**config.mk**
```make
export PLATFORM = sky130hd
export DESIGN_NAME = stream_reducer
export DESIGN_NICKNAME = d
export VERILOG_FILES = /design/src/rtl/stream_reducer.sv
export SDC_FILE = /design/constraint.sdc
export NUM_CORES = 1
export LEC_CHECK = 0
export ABC_AREA = 1
export CORE_ASPECT_RATIO = 0.75
export CORE_UTILIZATION = 45
export CTS_BUF_LIST = sky130_fd_sc_hd__clkbuf_16
export DETAILED_ROUTE_END_ITERATION = 12
export GPL_TIMING_DRIVEN = 1
export SLEW_MARGIN = 40
export SYNTH_ARGS = -nofsm -noshare
export SYNTH_HDL_FRONTEND = slang
export SYNTH_SLANG_ARGS = --single-unit
export TNS_END_PERCENT = 100
```
**constraint.sdc**
```tcl
create_clock -name clk_i -period 3.9 [get_ports clk_i]
set_clock_uncertainty 0.2 [all_clocks]
set_input_delay 0.585 -clock clk_i [delete_from_list [all_inputs] [get_ports clk_i]]
set_output_delay 0.585 -clock clk_i [all_outputs]
set_load 0.005 [all_outputs]
```
**src/rtl/stream_reducer.sv**
```systemverilog
// Folds a stream of MSB-first byte-assembled operands with add/mul/max/xor.
// Latency: 2 cycles after the last byte (WIDTH_P+1 for mul); bytes are held off via ready_o outside COLLECT.
module stream_reducer #(
  parameter int WIDTH_P = 32,
  parameter int LEN_W_P = 16
) (
  input  logic               clk_i,
  input  logic               rst_ni,
  input  logic               start_i,
  input  logic [1:0]         op_i,
  input  logic [LEN_W_P-1:0] len_i,
  input  logic               valid_i,
  input  logic [7:0]         data_i,
  output logic               ready_o,
  output logic               busy_o,
  output logic               done_o,
  output logic [WIDTH_P-1:0] result_o,
  output logic               overflow_o
);

  localparam int NB  = WIDTH_P / 8;
  localparam int BCW = (NB > 1) ? $clog2(NB) : 1;
  localparam int MBW = $clog2(WIDTH_P);
  localparam logic [BCW-1:0] NB_LAST  = BCW'(NB - 1);
  localparam logic [MBW-1:0] MB_LAST  = MBW'(WIDTH_P - 1);

  typedef enum logic [1:0] {IDLE, COLLECT, COMPUTE, DONE} state_t;

  state_t                r_state;
  logic [1:0]            r_op;
  logic [LEN_W_P-1:0]    r_rem;
  logic [BCW-1:0]        r_bcnt;
  logic [MBW-1:0]        r_mbit;
  logic [WIDTH_P-1:0]    r_opnd;
  logic [WIDTH_P-1:0]    r_acc;
  logic [2*WIDTH_P-1:0]  r_prod;
  logic                  r_ovf;
  logic [WIDTH_P-1:0]    r_result;
  logic                  r_ovf_out;
  logic                  r_done;

  logic                  w_hs;
  logic [WIDTH_P-1:0]    w_opnd_nxt;
  logic [WIDTH_P:0]      w_add_sum;
  logic [WIDTH_P:0]      w_mul_sum;
  logic [2*WIDTH_P-1:0]  w_prod_nxt;
  logic [LEN_W_P-1:0]    w_rem_nxt;
  logic [WIDTH_P-1:0]    w_res;
  logic                  w_ovf_set;
  logic                  w_step_done;
  logic                  w_ovf_nxt;

  assign w_hs       = valid_i && (r_state == COLLECT);
  assign w_opnd_nxt = (r_opnd << 8) | WIDTH_P'(data_i);
  assign w_add_sum  = {1'b0, r_acc} + {1'b0, r_opnd};
  // Low half of r_prod holds the multiplier; the accumulator is the multiplicand.
  assign w_mul_sum  = {1'b0, r_prod[2*WIDTH_P-1:WIDTH_P]} + (r_prod[0] ? {1'b0, r_acc} : '0);
  assign w_prod_nxt = {w_mul_sum, r_prod[WIDTH_P-1:1]};
  assign w_rem_nxt  = (r_rem != '0) ? r_rem - LEN_W_P'(1) : '0;
  assign w_ovf_nxt  = r_ovf | w_ovf_set;

  always_comb begin
    w_res       = r_acc;
    w_ovf_set   = 1'b0;
    w_step_done = 1'b1;
    case (r_op)
      2'd0: begin
        w_res     = w_add_sum[WIDTH_P-1:0];
        w_ovf_set = w_add_sum[WIDTH_P];
      end
      2'd1: begin
        w_res       = w_prod_nxt[WIDTH_P-1:0];
        w_ovf_set   = |w_prod_nxt[2*WIDTH_P-1:WIDTH_P];
        w_step_done = (r_mbit == MB_LAST);
      end
      2'd2:    w_res = (r_opnd > r_acc) ? r_opnd : r_acc;
      default: w_res = r_acc ^ r_opnd;
    endcase
  end

  always_ff @(posedge clk_i or negedge rst_ni) begin
    if (!rst_ni) begin
      r_state   <= IDLE;
      r_op      <= '0;
      r_rem     <= '0;
      r_bcnt    <= '0;
      r_mbit    <= '0;
      r_opnd    <= '0;
      r_acc     <= '0;
      r_prod    <= '0;
      r_ovf     <= 1'b0;
      r_result  <= '0;
      r_ovf_out <= 1'b0;
      r_done    <= 1'b0;
    end else begin
      r_done <= 1'b0;
      case (r_state)
        IDLE: if (start_i) begin
          r_op      <= op_i;
          r_rem     <= len_i;
          r_ovf     <= 1'b0;
          r_ovf_out <= 1'b0;
          r_bcnt    <= '0;
          r_acc     <= (op_i == 2'd1) ? WIDTH_P'(1) : '0;
          r_state   <= (len_i == '0) ? DONE : COLLECT;
        end
        COLLECT: if (w_hs) begin
          r_opnd <= w_opnd_nxt;
          if (r_bcnt == NB_LAST) begin
            r_bcnt  <= '0;
            r_mbit  <= '0;
            r_prod  <= {{WIDTH_P{1'b0}}, w_opnd_nxt};
            r_state <= COMPUTE;
          end else begin
            r_bcnt <= r_bcnt + BCW'(1);
          end
        end
        COMPUTE: if (w_step_done) begin
          r_acc <= w_res;
          r_ovf <= w_ovf_nxt;
          r_rem <= w_rem_nxt;
          if (w_rem_nxt == '0) begin
            r_done    <= 1'b1;
            r_result  <= w_res;
            r_ovf_out <= w_ovf_nxt;
            r_state   <= DONE;
          end else begin
            r_state <= COLLECT;
          end
        end else begin
          r_prod <= w_prod_nxt;
          r_mbit <= r_mbit + MBW'(1);
        end
        DONE: begin
          // Arriving straight from IDLE (len 0) spends one extra cycle before the pulse.
          if (r_done) begin
            r_state <= IDLE;
          end else begin
            r_done    <= 1'b1;
            r_result  <= r_acc;
            r_ovf_out <= r_ovf;
          end
        end
        default: r_state <= IDLE;
      endcase
    end
  end

  assign ready_o    = (r_state == COLLECT);
  assign busy_o     = (r_state != IDLE);
  assign done_o     = r_done;
  assign result_o   = r_result;
  assign overflow_o = r_ovf_out;

endmodule

```
==> results.ini, run 1 <==
[logic_synthesis]
synthTopCellsByArea = dfrtp_1 (31%), nand2_1 (16%), inv_1 (8.7%), ha_1 (8.2%), o21ai_0 (6.5%)
synth-seq-cells = 190
yosysWarnings = 0
yosys.area_share.xor_xnor_pct = 1.09
synth.distinct_cells = 50
synthSimpleGateAreaFrac_pct = 31.5
synth_cells = 2361
synthMuxAreaShare_pct = 0.0734
synth.avg_cell_area_um2 = 6.50
syn-cell-area_um2 = 15300
ys_async_sr_fraction_pct = 100
yosysTopAreaCellShare_pct = 31.0
synth-seq-area-share_pct = 31.0
synth_top_family_by_area = simple AND/OR/NAND/NOR gates
synthAdderAreaFrac_pct = 8.42
syn_nets = 2493
ys.flop_type = dfrtp_1
synth_area_leader_cell = dfrtp_1
synth-edff-count = 0
synth-compound-area-share_pct = 16.3

[placement]
place_ws_ps = 279
dpl.hpwl_um = 41600
port-buffer-count = 65
gp_congestion = 0.986

[pwr]
switching_share_pct = 55.2
p_seq_share_pct = 23.6
p_clk_share_pct = 11.4
p_int_uw = 7410
power-per-cell-area_nw_per_um2 = 965
share_comb_of_total_power_pct = 65.0
p_leak_uw = 0.00892
ir_drop_mv = 0.705
p_sw_uw = 9130
p_total_uw = 16500

[timing]
min_period_ps = 3540
hold_violations = 0
whs_ps = 278
fin_tns_setup_ps = 0
timing.final.ws_setup_ps = 360
slew_headroom_pct = 49.8
period_share_pct = 90.8
tightest_slew_ps = 754
drv_slew = 0
max_freq_mhz = 282
grt_setup_unrepaired = false
finalSetupViolations = 0

[grt]
grt_pass1_wl_um = 85900
grt_usage_pct = 32.0
grt_pass1_vias = 14908
overflow = 0
antenna_found_initial = 0
grt_max_degree = 79

[setup_path]
crit_slowest_cell = dfrtp_1
worstSetupStartpointType = register
r2r_start = r_acc[21]
path_max_fanout = 29
reg2reg_to = result_o[19]
critPathKind = register to register
r2r_cells = 17
slowest_delay_ps = 510
path_common_cell = nand2_1
path_delay_family = compound AO/OA/AOI/OAI gates
crit_chain = inv_1, ha_1, a21oi_1, o21ai_0, o21bai_1, a31oi_1, nand2_1, buf_12, nand2_2, buf_4, nand2_1, nand3_1, nand3_1, o21ai_1, nand2_1, nand2_1, nand2_1
worstPathArrival_ps = 3700
startpoint = r_acc[21]
ff2ff_setup_slack_ps = 360
required_ps = 4060
cp.buffers_inverters = 3
cp-end-kind = register

[cells_and_area]
area_growth_pct = 11.8
drive_gt1_share_pct = 5.03
nNetsFinal = 2527
antennaDiodeCount = 0
final_util_pct = 51.1

[clock_tree]
cts_tree = yes
root_buffer = clkbuf_16
cts_max_level = 4
clkTransAtPathRegs_ps = 70
cts_buffer_depth = 2
clock_latency_ps = 470
cts.sinks = 190
numCtsBuffers = 17

[floorplanning]
boundaryPins = 66
die-area_um2 = 34800
core_um2 = 33500
die_w_um = 215
die_h_um = 162
initial_core_util_pct = 45.7
rows = 58

[worst_hold_path]
hold_path_depth = 2
min_to = result_o[13]
hold_class = register to register
hold_start = result_o[13]

[route]
drt_iter0_drc = 1482
finalWirelength_um = 55000
wire_per_inst_um = 19.2
firstDrtPassIters = 5
via_per_inst = 5.58
vias = 15930
ant_nets = 0
drc = 0

[outcome]
status = finished, final reports clean

[run]
cap_violations = 0

-- worst max-delay path by stage --
stage,endpoint,slack [ps],cells past startpoint
detailed placement,overflow_o,280,21
global route,overflow_o,30,23
finish,result_o[19],360,17
floorplan,overflow_o,880,27
global placement,overflow_o,270,21
CTS,overflow_o,260,21
-- power by group through the flow --
| stage | clock, uW | combinational (uW) | sequential [uW] |
|---|---|---|---|
| 2_1_floorplan | 0 | 7300 | 3470 |
| 3_3_place_gp | 0 | 10400 | 3880 |
| 3_5_place_dp | 0 | 10500 | 3880 |
| 4_1_cts | 1920 | 10500 | 3860 |
| 5_1_grt | 1980 | 12000 | 3990 |
| 6_report | 1880 | 10800 | 3900 |
-- through the flow --
step                      instances  cell area (um2)
after global routing           2857            17100
after CTS                      2857            17100
after global placement         2825            16500
after floorplan                2361            15300
after detailed placement       2825            16500
final                          2857            17100
-- what timing repair did --
action	4_1_cts	5_1_grt
setup buffers	0	0
hold endpoints to repair	1	0
hold buffers	1	0
setup endpoints to repair	0	2
gates resized for setup	0	5
-- state kept, by name (all words and copies together), names as in the netlist --
name and count:
r_ovf 1, r_state 2, done_o 1, r_prod 64
result_o 32, r_bcnt 2, r_opnd 32, r_rem 16
r_mbit 5, r_op 2, r_acc 32, overflow_o 1
-- cell type report --
type	instances	area, um2
well taps	450	563
fillers	3521	16400
clock buffers	17	425
clock inverters	14	183
multi-input cells	1719	8850
repair buffers	98	980
inverters	369	1390
flip-flops and latches	190	4760
-- worst min-delay path, delay by kind of cell (launching register included) --
family | cells | cell delay [ps]
flip-flops | 1 | 340
AND/OR/NAND/NOR | 2 | 100
-- synth_stat cells (2+ instances only) --
cell / instances
o22ai_1: 34
nor2_2: 16
a21o_1: 4
o21a_1: 4
xor2_1: 11
nand2_2: 5
nand3b_1: 15
nor2_1: 232
o21ai_0: 200
nor4_1: 13
nor4_2: 2
nor3_2: 2
nand2_1: 642
and2_1: 2
a31oi_1: 4
nand4_1: 21
nor2_4: 3
a22o_1: 14
ha_1: 100
o21ai_1: 19
nand3_2: 2
clkbuf_1: 54
fa_1: 2
or2_2: 3
clkinv_1: 2
buf_4: 6
a21oi_1: 126
inv_2: 11
nor3_1: 19
nand3_1: 162
o21bai_1: 4
dfrtp_1: 190
buf_6: 6
inv_1: 356
o211ai_1: 38
buf_1: 6
xnor2_1: 8
buf_2: 11
-- logic make-up (layout without fill, tap and decap cells) --
kind of cell             count (synthesis)  after routing
AND/OR/NAND/NOR                       1145           1145
multiplexers                             1              1
flip-flops                             190            190
buffers and inverters                  452            498
XOR/XNOR                                19             19
AO/OA/AOI/OAI                          452            452
adder cells (fa/ha/maj)                102            102
-- routing by layer --
layer  vias up  wire, um  GRT usage [%]
li1       7698         -              -
met1      7534     27400           48.9
met2       640     21900           45.0
met3        58      4660           6.29
met4         0      1050           8.61
met5         -         0              0
-- cells in the final DEF, fill, tap and decap left out, types with 4 or more instances in the layout --
cell,synthesis,routed
nand3b_1,15,15
a31oi_1,4,4
clkdlybuf4s50_1,0,64
o21bai_1,4,4
nand2_1,642,639
clkbuf_16,0,17
dfrtp_1,190,189
inv_1,356,356
xnor2_1,8,8
a21o_1,4,4
clkinv_4,0,5
ha_1,100,100
o21ai_1,19,19
o21ai_0,200,200
nand2_2,5,7
buf_4,6,26
inv_2,11,11
buf_12,0,6
a21oi_1,126,126
a22o_1,14,14
o22ai_1,34,34
xor2_1,11,11
nor4_1,13,13
nand4_1,21,21
nand3_1,162,161
o211ai_1,38,38
nor3_1,19,18
nor2_2,16,19
nor2_1,232,227
o21a_1,4,4
nor2_4,3,5
Power figures use the tool's default switching activity.
==> run 2, diff against run 1 <==
--- a/config.mk
+++ b/config.mk
@@ -11,6 +11,7 @@
 export CTS_BUF_LIST = sky130_fd_sc_hd__clkbuf_16
 export DETAILED_ROUTE_END_ITERATION = 12
 export GPL_TIMING_DRIVEN = 1
+export MAX_ROUTING_LAYER = met4
 export SLEW_MARGIN = 40
 export SYNTH_ARGS = -nofsm -noshare
 export SYNTH_HDL_FRONTEND = slang
==> run 2 against run 1 <==
Effect of this change:
- routed wire length is 0.44% higher
- clock power barely moved
- sequential share of layout area about the same
- count of clock-buffer cells in the layout unchanged
- cell count up 0.21%
- largest power group unchanged
==> results.ini, run 2 (synthesis results as in run 1) <==
[grt]
grt_max_degree = 67
overflow = 0
use_met2_pct = 44.9
grt.busiest_layer = met1
grt_usage_pct = 33.3
use_met1_pct = 50.1
met3_usage_pct = 6.57
grt_pass1_vias = 14945
antenna_found_initial = 1
grt_pass1_wl_um = 86800

[floorplanning]
die_h_um = 162
boundaryPins = 66
die_w_um = 215
die-area_um2 = 34800
core_um2 = 33500
initial_core_util_pct = 45.7
rows = 58

[cells_and_area]
regMostFlops = r_prod
largest_reg_flops = 64
drive_gt1_share_pct = 5.14
area_growth_pct = 11.8
final_util_pct = 51.2
nNetsFinal = 2531
most-common-layout-cells = nand2_1 (639), inv_1 (356), nor2_1 (229)
final_common_cell = nand2_1

[clock_tree]
cts_max_level = 4
cts_tree = yes
root_buffer = clkbuf_16
cts_buffer_depth = 2
numCtsBuffers = 17
clock_latency_ps = 470
clkTransAtPathRegs_ps = 80
cts.sinks = 190

[run]
cap_violations = 0

[setup_path]
required_ps = 4050
cp-end-kind = register
path_max_fanout = 22
worstPathArrival_ps = 3750
reg2reg_to = overflow_o
r2r_start = r_prod[0]
ff2ff_setup_slack_ps = 300
startpoint = r_prod[0]
r2r_cells = 21
critPathKind = register to register
worstSetupStartpointType = register

[pwr]
p_sw_uw = 9150
ir_drop_mv = 0.489
switching_share_pct = 55.5
p_int_uw = 7340
p_seq_share_pct = 23.3
p_clk_share_pct = 11.4
power-per-cell-area_nw_per_um2 = 961
share_comb_of_total_power_pct = 65.3
p_leak_uw = 0.00894

[route]
firstDrtPassIters = 6
wire_per_inst_um = 19.3
ant_nets = 0
vias = 15894
via_per_inst = 5.55
finalWirelength_um = 55200
drt_iter0_drc = 1533
drc = 0

[timing]
period_share_pct = 92.3
tightest_slew_ps = 813
fin_tns_setup_ps = 0
drv_slew = 0
min_period_ps = 3600
slew_headroom_pct = 45.5
max_freq_mhz = 278
hold_violations = 0
grt_setup_unrepaired = false
finalSetupViolations = 0
timing.final.ws_setup_ps = 302

[worst_hold_path]
hold_class = register to register
hold_start = result_o[31]
hold_path_depth = 2
min_to = result_o[31]

[outcome]
status = finished, final reports clean

[placement]
dpl.hpwl_um = 42400
gp_congestion = 0.978
place_ws_ps = 289
port-buffer-count = 65

[run 2: cell types whose count changed in the layout (fill, tap and decap cells not counted), moves of 2 or more]
cell	before	now
buf_4	26	31
inv_6	1	3
clkinv_4	5	1
clkinv_8	2	4
nor2_1	227	229
[run 2: how the worst max path moves through the flow]
stage	endpoint	slack [ps]
3_3_place_gp	overflow_o	280
3_5_place_dp	overflow_o	290
6_report	overflow_o	300
4_1_cts	overflow_o	270
2_1_floorplan	overflow_o	880
5_1_grt	overflow_o	10
[run 2: layer usage]
metal | wire length (um) | up-vias
li1 | - | 7713
met1 | 27800 | 7488
met2 | 21700 | 642
met3 | 4770 | 51
met4 | 1030 | 0
met5 | 0 | -
[run 2: power groups by stage]
stage / logic (uW) / registers [uW] / clock network (uW)
after floorplan: 7300 / 3470 / 0
after global placement: 10400 / 3840 / 0
after detailed placement: 10500 / 3830 / 0
after CTS: 10500 / 3810 / 1910
after global routing: 12000 / 3930 / 1980
final: 10800 / 3840 / 1880
[run 2: worst max-delay path, cell delays in order (launching register included)]
cell	delay (ps)
dfrtp_2	500
buf_12	190
nand2_1	70
inv_1	50
ha_1	370
nand2_1	140
nor2_1	160
inv_1	110
nor3_1	270
nand3_1	190
nand3_1	130
nand2_1	90
nor2_1	130
nand2_1	70
nor2_1	230
nand3_1	210
nand2_1	100
nand2_1	50
nand2_1	70
nand2_1	60
nand2_1	50
nand2_1	50
[run 2: layout make-up]
type	instances	area [um2]
Fill cell	3506	16400
Multi-Input combinational cell	1719	8840
Sequential cell	190	4760
Inverter	369	1390
Timing Repair Buffer	102	997
Tap cell	450	563
Clock buffer	17	425
Clock inverter	15	188
Antenna cell	1	2.50
[run 2: per-stage QoR]
step           power [uW]  instance area [um2]  hold slack (ps)  instances
3_5_place_dp        14300                16500              266       2829
4_1_cts             16300                17100              287       2862
6_report            16500                17200              281       2863
5_1_grt             18000                17200              308       2863
2_1_floorplan       10800                15300             89.4       2361
3_3_place_gp        14200                16500              262       2829
[run 2: repair_timing]
item | 4_1_cts | 5_1_grt
gates resized for setup | 0 | 3
endpoints found under the hold margin | 63 | 0
endpoints found under the setup margin | 0 | 3
hold buffers | 1 | 0
buffers inserted | 0 | 0
